<file path="config.mk">
export PLATFORM = sky130hd
export DESIGN_NAME = led_disp_flat
export DESIGN_NICKNAME = d
export VERILOG_FILES = /design/src/rtl/led_disp_pkg.sv /design/src/rtl/led_disp_if.sv /design/src/rtl/led_disp_hex_to_seg7.sv /design/src/rtl/led_disp.sv /design/src/flat_wrapper.sv
export SDC_FILE = /design/constraint.sdc
export NUM_CORES = 1
export LEC_CHECK = 0
export CAP_MARGIN = 5
export CORE_AREA = 2 2 104 76
export DETAILED_ROUTE_END_ITERATION = 6
export DIE_AREA = 0 0 106 78
export HOLD_SLACK_MARGIN = 0.03
export SYNTH_ARGS = -nofsm -noshare
export SYNTH_HDL_FRONTEND = slang
export SYNTH_SLANG_ARGS = --single-unit
</file>
<file path="constraint.sdc">
create_clock -name clk -period 3.4 [get_ports clk]
set_input_delay 0.51 -clock clk [delete_from_list [all_inputs] [get_ports clk]]
set_output_delay 0.51 -clock clk [all_outputs]
set_load 0.02 [all_outputs]
</file>
<file path="src/rtl/led_disp_pkg.sv">
// Shared types and constants for the multiplexed 7-segment history display.
// The glyph table maps a 4-bit hex value to {g,f,e,d,c,b,a} with a on bit 0.
package led_disp_pkg;

  localparam int NUM_DIGITS = 8;

  typedef logic [3:0] hex_t;
  typedef logic [6:0] seg_t;

  localparam seg_t SEG_BLANK = 7'h00;

  // Index 15 is leftmost, so glyph F comes first and glyph 0 last.
  localparam logic [15:0][6:0] GLYPH_TABLE = {
    7'h71, 7'h79, 7'h5E, 7'h39, 7'h7C, 7'h77, 7'h6F, 7'h7F,
    7'h07, 7'h7D, 7'h6D, 7'h66, 7'h4F, 7'h5B, 7'h06, 7'h3F
  };

  function automatic seg_t hex_glyph(input hex_t h);
    return GLYPH_TABLE[h];
  endfunction

endpackage

</file>
<file path="src/rtl/led_disp_if.sv">
// Key input and display drive bundle between the panel logic and the LED matrix.
// The slave side is the driver block; the master side supplies key and watches the display.
interface led_disp_if;
  import led_disp_pkg::*;

  hex_t        key;
  logic [7:0]  select;
  seg_t        segment7x;
  logic        dp;

  modport master (output key, input select, input segment7x, input dp);
  modport slave  (input key, output select, output segment7x, output dp);

endinterface

</file>
<file path="src/rtl/led_disp_hex_to_seg7.sv">
// Combinational hex-to-glyph decoder for one 7-segment digit.
module hex_to_seg7
  import led_disp_pkg::*;
(
  input  hex_t hex_i,
  output seg_t seg_o
);

  always_comb begin
    seg_o = hex_glyph(hex_i);
  end

endmodule

</file>
<file path="src/rtl/led_disp.sv">
// 8-digit multiplexed 7-segment driver showing the last 8 distinct key values,
// newest on digit 0, with a decimal point marking the newest entry.
module led_disp
  import led_disp_pkg::*;
#(
  parameter int SCAN_DIV   = 4,
  parameter int NUM_DIGITS = led_disp_pkg::NUM_DIGITS
) (
  input  logic        clk,
  input  logic        rst,
  led_disp_if.slave   bus
);

  localparam int CW = (SCAN_DIV > 1) ? $clog2(SCAN_DIV) : 1;

  hex_t             sync1_q, sync1_d;
  hex_t             sync2_q, sync2_d;
  logic [1:0]       sync_vld_q, sync_vld_d;
  hex_t             pend_val_q, pend_val_d;
  logic             pend_q, pend_d;
  hex_t             hist_q [NUM_DIGITS];
  hex_t             hist_d [NUM_DIGITS];
  logic [NUM_DIGITS-1:0] valid_q, valid_d;
  logic [CW-1:0]    cnt_q, cnt_d;
  logic [2:0]       idx_q, idx_d;
  logic [7:0]       select_q, select_d;
  seg_t             seg_q, seg_d;
  logic             dp_q, dp_d;

  hex_t             ref_val;
  logic             ref_vld;
  logic             scan_tc;
  seg_t             glyph;

  hex_to_seg7 u_hex_to_seg7 (
    .hex_i (hist_q[idx_q]),
    .seg_o (glyph)
  );

  always_comb begin
    sync1_d    = bus.key;
    sync2_d    = sync1_q;
    // Valid bits keep reset-time contents of the synchroniser from being loaded.
    sync_vld_d = {sync_vld_q[0], 1'b1};

    // A pending load has not reached entry 0 yet, so compare against it instead.
    ref_val    = pend_q ? pend_val_q : hist_q[0];
    ref_vld    = pend_q | valid_q[0];
    pend_d     = sync_vld_q[1] && (!ref_vld || (sync2_q != ref_val));
    pend_val_d = sync2_q;

    hist_d  = hist_q;
    valid_d = valid_q;
    if (pend_q) begin
      hist_d[0] = pend_val_q;
      for (int i = 1; i < NUM_DIGITS; i++) begin
        hist_d[i] = hist_q[i-1];
      end
      valid_d = {valid_q[NUM_DIGITS-2:0], 1'b1};
    end

    scan_tc = (cnt_q == CW'(SCAN_DIV - 1));
    cnt_d   = scan_tc ? '0 : cnt_q + 1'b1;
    idx_d   = scan_tc ? idx_q + 3'd1 : idx_q;

    select_d = ~(8'b1 << idx_q);
    seg_d    = valid_q[idx_q] ? glyph : SEG_BLANK;
    dp_d     = (idx_q == 3'd0) && valid_q[0];
  end

  always_ff @(posedge clk) begin
    if (rst) begin
      sync1_q    <= '0;
      sync2_q    <= '0;
      sync_vld_q <= '0;
      pend_val_q <= '0;
      pend_q     <= 1'b0;
      for (int i = 0; i < NUM_DIGITS; i++) begin
        hist_q[i] <= '0;
      end
      valid_q    <= '0;
      cnt_q      <= '0;
      idx_q      <= '0;
      select_q   <= 8'hFF;
      seg_q      <= SEG_BLANK;
      dp_q       <= 1'b0;
    end else begin
      sync1_q    <= sync1_d;
      sync2_q    <= sync2_d;
      sync_vld_q <= sync_vld_d;
      pend_val_q <= pend_val_d;
      pend_q     <= pend_d;
      hist_q     <= hist_d;
      valid_q    <= valid_d;
      cnt_q      <= cnt_d;
      idx_q      <= idx_d;
      select_q   <= select_d;
      seg_q      <= seg_d;
      dp_q       <= dp_d;
    end
  end

  assign bus.select    = select_q;
  assign bus.segment7x = seg_q;
  assign bus.dp        = dp_q;

endmodule

</file>
<file path="src/flat_wrapper.sv">
// flat-port wrapper written by rule: the top's interface ports become plain ports
module led_disp_flat import led_disp_pkg::*;
#(
  parameter int SCAN_DIV   = 4,
  parameter int NUM_DIGITS = led_disp_pkg::NUM_DIGITS
)
  (clk, rst, bus_key, bus_select, bus_segment7x, bus_dp);
  led_disp_if bus_i ();
  input  logic clk;
  input  logic rst;
  input wire logic [$bits(bus_i.key)-1:0] bus_key;
  output wire logic [$bits(bus_i.select)-1:0] bus_select;
  output wire logic [$bits(bus_i.segment7x)-1:0] bus_segment7x;
  output wire logic [$bits(bus_i.dp)-1:0] bus_dp;
  assign bus_i.key = bus_key;
  assign bus_select = bus_i.select;
  assign bus_segment7x = bus_i.segment7x;
  assign bus_dp = bus_i.dp;
  led_disp #(.SCAN_DIV(SCAN_DIV), .NUM_DIGITS(NUM_DIGITS)) u_core (.clk(clk), .rst(rst), .bus(bus_i));
endmodule
</file>
Word level (Yosys, flattened, before mapping)
Memories as Yosys holds them, arrays and structs flattened. A register that Yosys moved wholly into a read port is not among the register bits.
Index checks and enable logic that the tools add are counted.
- memories kept: 1
- output and inout bits: 16
- flip-flop bits (word level): 69
- input port bits: 6
- bits in read-only memories: 112
- word-level logic and storage cells: 45
- $lt $le $gt $ge: 2
- bitwise logic cells: 4
- $add $sub $neg: 2
- reduce and logical (&&, ||, !) cells: 7
- multiplexer cells: 7
- shift operators: 1
- equal/unequal tests: 2
- memories (memory ; depth ; bits a word ; read ports ; clocked after Yosys merged registers in ; write ports ; RTL line ; source):
    (name not given) ; 16 ; 7 ; 1 ; 1 ; 0 ; led_disp_pkg.sv:19 ; return GLYPH_TABLE[h];
- operators by type and width (kind ; number):
    $bmux 4 s3 ; 1
    $mux 4 ; 3
    $not 8->8 ; 1
    $shl 1x3->8 const A ; 1
    $ge 4x4->1 const B ; 1
    $lt 3x4->1 const B ; 1
    $ne 4x4->1 ; 1
    $not 3->4 ; 1
    $reduce_or 2->1 ; 2
    $add 3x1->3 const B ; 1
    $bmux 1 s3 ; 1
    $logic_not 3->1 ; 1
    $add 2x1->2 const B ; 1
    $eq 2x2->1 const B ; 1
    $logic_and 1x1->1 ; 2
    $mux 1 ; 2
    $logic_not 1->1 ; 1
    $logic_or 1x1->1 ; 1
    $not 1->1 ; 1
    $or 1x1->1 ; 1

Logic depth before layout (Yosys ltp)
- word-level depth: 4
- depth in mapped cells: 10
- gate-level depth less buffers: 8

By module
Synthesis repeated with hierarchy kept, for this count alone.
- cells, all modules: 302
- area total of the unflattened synthesis: 3214.3 um^2
- by module, submodules not included (module ; area an instance (um^2) ; times used ; cells each):
    led_disp ; 2919.0 ; 1 ; 269
    hex_to_seg7 ; 295.3 ; 1 ; 33

Worst setup path after synthesis
Ideal clock, no wire load.
- kind: register to register
- start point: reg u_core.idx_q[0]
- end point: reg u_core.seg_q[5] (netlist: u_core.bus.segment7x[5])
- clock period less this slack: 2462 ps
- setup slack: 938 ps
- stages on the path, launching flop included: 11
- arrival: 2367 ps
- library setup time: 95 ps
- cell sequence: dfxtp_1 -> buf_6 -> buf_12 -> mux4_1 -> mux2i_1 -> inv_1 -> ha_1 -> inv_1 -> nor3_1 -> o21bai_1 -> a221oi_1
- word-level cells in the longest chain between the ends: 4
- RTL lines (item ; RTL line ; source):
    from (decl) ; led_disp.sv:25 ; logic [2:0] idx_q, idx_d;
    from (signal assigned) ; led_disp.sv:96 ; idx_q <= idx_d;
    $not 3->4 (not written as such) or $bmux 1 s3 (tied branches) ; led_disp.sv:36, led_disp.sv:67 ;
    $bmux 4 s3 or $mux 1 (tied branches) ; led_disp.sv:36, led_disp.sv:67 ;
    $mux 4 (not written as such) or $not 1->1 (tied branches) ; n/a ;
    $mux 4 (not written as such) or $reduce_or 2->1 (tied branches) ; n/a ;
    to (decl) ; led_disp.sv:27 ; seg_t seg_q, seg_d;
Several ways; a longest one is shown, not always the timed one. The select of a mux whose other input is x is not followed.
A chain may end at the register's enable or synchronous reset.

Worst setup path in the final report
Ends and elaborated chain as after synthesis.

==> results.cfg <==
[critical_path]
cp_num_buf_inv = 4
regToRegSetupSlack_ns = 1.02
cp.depth = 10
r2r-start = u_core.idx_q[0]
worstPathRequired_ns = 3.66
crit_family = multiplexers
cp_cell_sequence = buf_4 -> mux4_1 -> mux2i_1 -> buf_4 -> inv_1 -> ha_1 -> inv_1 -> nor3_1 -> o21bai_1 -> a221oi_1
crit_type = flop to flop
cp_slowest_cell = mux4_1
critPathMaxStageDelay_ns = 0.59
reg2reg_to = u_core.bus.segment7x[5]
start_kind = flop
end_kind = flop
crit_fanout = 16
rr_worst_depth = 10
crit_arrival_ns = 2.64

[worst_hold_path]
holdPathStages = 1
min_from = u_core.cnt_q[0]
min_path_type = flop to flop
worst_hold_path.endpoint = u_core.cnt_q[0]

[sta]
max_clock_freq_ghz = 0.421
final.hold.worst_slack_ns = 0.436
tightest_slew_ns = 0.593
skew_ns = 0.0104
slew_headroom_pct = 60.4
period_share_pct = 69.9
period_minus_slack_ns = 2.38
tns_ns = 0
hold_viol = 0
rsz0062_at_grt = false
setup_viol = 0
drv_slew = 0

[grt]
global_route.overflow_total = 0
antenna_found_initial = 0
grt_max_degree = 33
grt_first_pass_wirelength_mm = 9.58
track_usage_pct = 15.1
grt_pass1_vias = 1897

[die]
die_h_um = 78
die_area_um2 = 8270
io_pins = 22
rows = 26
die_x_um = 106
core_area_um2 = 7190
start_util_pct = 44.2

[final_layout]
fin_area_um2 = 3640
instances_no_fill = 410
nets = 327
drive_above_1_share_pct = 11.9
post-route-util_pct = 50.7
num_antenna_cells = 0
fill_cells = 672
syn_to_final_growth_pct = 14.5

[synth]
synth-seq-area-share_pct = 47.8
synth_top_area_share_pct = 47.8
synth.largest_area_cell = dfxtp_1
synth_nets = 308
synthArstFlopShare_pct = 0
yosysWarnings = 0
synth_edf_count = 0
synthCells = 288
synth.area.top_cells = dfxtp_1 (48%), mux2i_1 (14%), nor2_1 (5.9%), ha_1 (5.5%), mux4_1 (5.0%)
syn_area_um2 = 3180
syn_avg_cell_area_um2 = 11.0
ys_seq_elements = 76
ys_types = 42
synth_ff_type = dfxtp_1

[cts]
root_buffer = clkbuf_8
cts_hold_buf = 0
clockBufferDepth = 2
htree_levels = 3
cts_made_buffers = 9
postCtsSetupBuffers = 0
cts_tree = built
cts.clk_slew.worst_paths_ns = 0.08
clk_latency_ns = 0.36
clock_sinks = 76
cts-resized-gates = 0

[pwr]
swShare_pct = 24.0
power.internal_uw = 1330
peakVddDrop_mv = 0.286
p_comb_share_pct = 6.9
power.switching_uw = 419
p_seq_share_pct = 52.6
p_per_area_nw_per_um2 = 480
p_leak_uw = 0.00138
p_clk_share_pct = 40.5

[placed_design]
dp_cells = 394
hpwl_mm = 3.82
portBuffers = 21
placed_area_um2 = 3430
place_congestion = 0.765

[routing]
drt_iter0_drc = 73
vias = 2020
ant_nets = 0
dr.pass1.iters = 4
drc = 0
totalWireLength_mm = 5.56
wl_per_cell_um = 13.6
via_per_inst = 4.93

[outcome]
status = complete, no violations

[run]
maxCapViolCount = 0
power by group through the flow:
stage	clock network [uW]	registers, uW	logic (uW)
floorplan	0	944	89.3
global placement	0	941	121
detailed placement	0	941	121
CTS	725	920	121
global route	770	923	131
finish	708	920	120
cells in the mapped netlist, drive strengths merged (2+ instances only):
library cell  number
a221oi             3
inv                6
xor2               3
buf                9
o21ai              6
a211oi             2
dfxtp             76
mux2               3
ha                14
and3               2
xnor2              3
nor2b             14
clkbuf             9
nand2             13
nor3b              2
nor3               4
mux2i             45
nor2              50
mux4               8
a21oi              2
worst max path at each step:
stage	endpoint	slack, ns	startpoint
2_1_floorplan	u_core.bus.segment7x[5]	0.94	u_core.idx_q[0]
3_3_place_gp	u_core.bus.segment7x[5]	1.06	u_core.idx_q[0]
3_5_place_dp	u_core.bus.segment7x[5]	1.02	u_core.idx_q[0]
4_1_cts	u_core.bus.segment7x[5]	1.00	u_core.idx_q[0]
5_1_grt	u_core.bus.segment7x[5]	0.80	u_core.idx_q[1]
6_report	u_core.bus.segment7x[5]	1.02	u_core.idx_q[0]
per-layer routing:
layer / share of wire (%) / vias up / global-route usage (%)
met2: 42 / 31 / 21.2
met3: 4.0 / 10 / 5.38
li1: - / 1021 / -
met4: 1.6 / 0 / 5.13
met5: 0 / - / 0
met1: 52 / 958 / 21.3
registers in the layout (all words and copies together), names as in the netlist, 3 cells and up:
signal and flops:
u_core.bus.select 8, u_core.pend_val_q 4, u_core.hist_q 32, u_core.valid_q 8, u_core.bus.segment7x 7, u_core.sync1_q 4
u_core.pend_val_d 4, u_core.idx_q 3
worst register-to-register path: cells and delay by family, from the launching register on:
family	cells	cell delay, ns
AND/OR/NAND/NOR	1	0.06
buffers and inverters	4	0.55
adder cells (fa/ha/maj)	1	0.19
flip-flops	1	0.31
AO/OA/AOI/OAI	2	0.43
multiplexers	2	0.73
final cells by class:
class / instances / area, um^2 / share of cell area [%]
sequential: 76 / 1520 / 41.8
multi-input combinational: 187 / 1520 / 41.7
clock buffer: 10 / 138 / 3.78
inverter: 7 / 26.3 / 0.721
timing repair buffer: 26 / 243 / 6.66
tap: 98 / 123 / 3.37
clock inverter: 6 / 70.1 / 1.92
placed cells by master (no fill, tap or decap), types with 2 or more instances in the layout:
cell,count
a211oi_1,2
xnor2_1,3
nor3b_1,2
dfxtp_1,75
and3_1,2
mux2i_4,2
mux2i_1,43
mux2_2,3
xor2_1,3
mux4_1,6
nand2_1,13
a221oi_2,2
inv_1,5
ha_1,14
o21ai_1,3
clkinv_4,2
clkdlybuf4s50_1,20
nor3_1,4
nor2b_1,14
inv_6,2
buf_4,5
mux4_2,2
clkbuf_8,10
nor2_1,50
o21ai_0,3
logic make-up (layout without fill, tap and decap cells):
family	after synthesis	after routing	synth area share [%]
flip-flops	76	76	47.8
buffers and inverters	25	49	4.37
multiplexers	56	56	22.4
AO/OA/AOI/OAI	22	22	5.74
XOR/XNOR	6	6	1.65
AND/OR/NAND/NOR	89	89	12.5
adder cells (fa/ha/maj)	14	14	5.51
stage by stage:
step / power (uW) / worst slack, ns
final: 1750 / 1.02
after global routing: 1820 / 0.800
after CTS: 1770 / 1.00
after detailed placement: 1060 / 1.02
after global placement: 1060 / 1.06
after floorplan: 1030 / 0.938
Power figures use the tool's default switching activity.
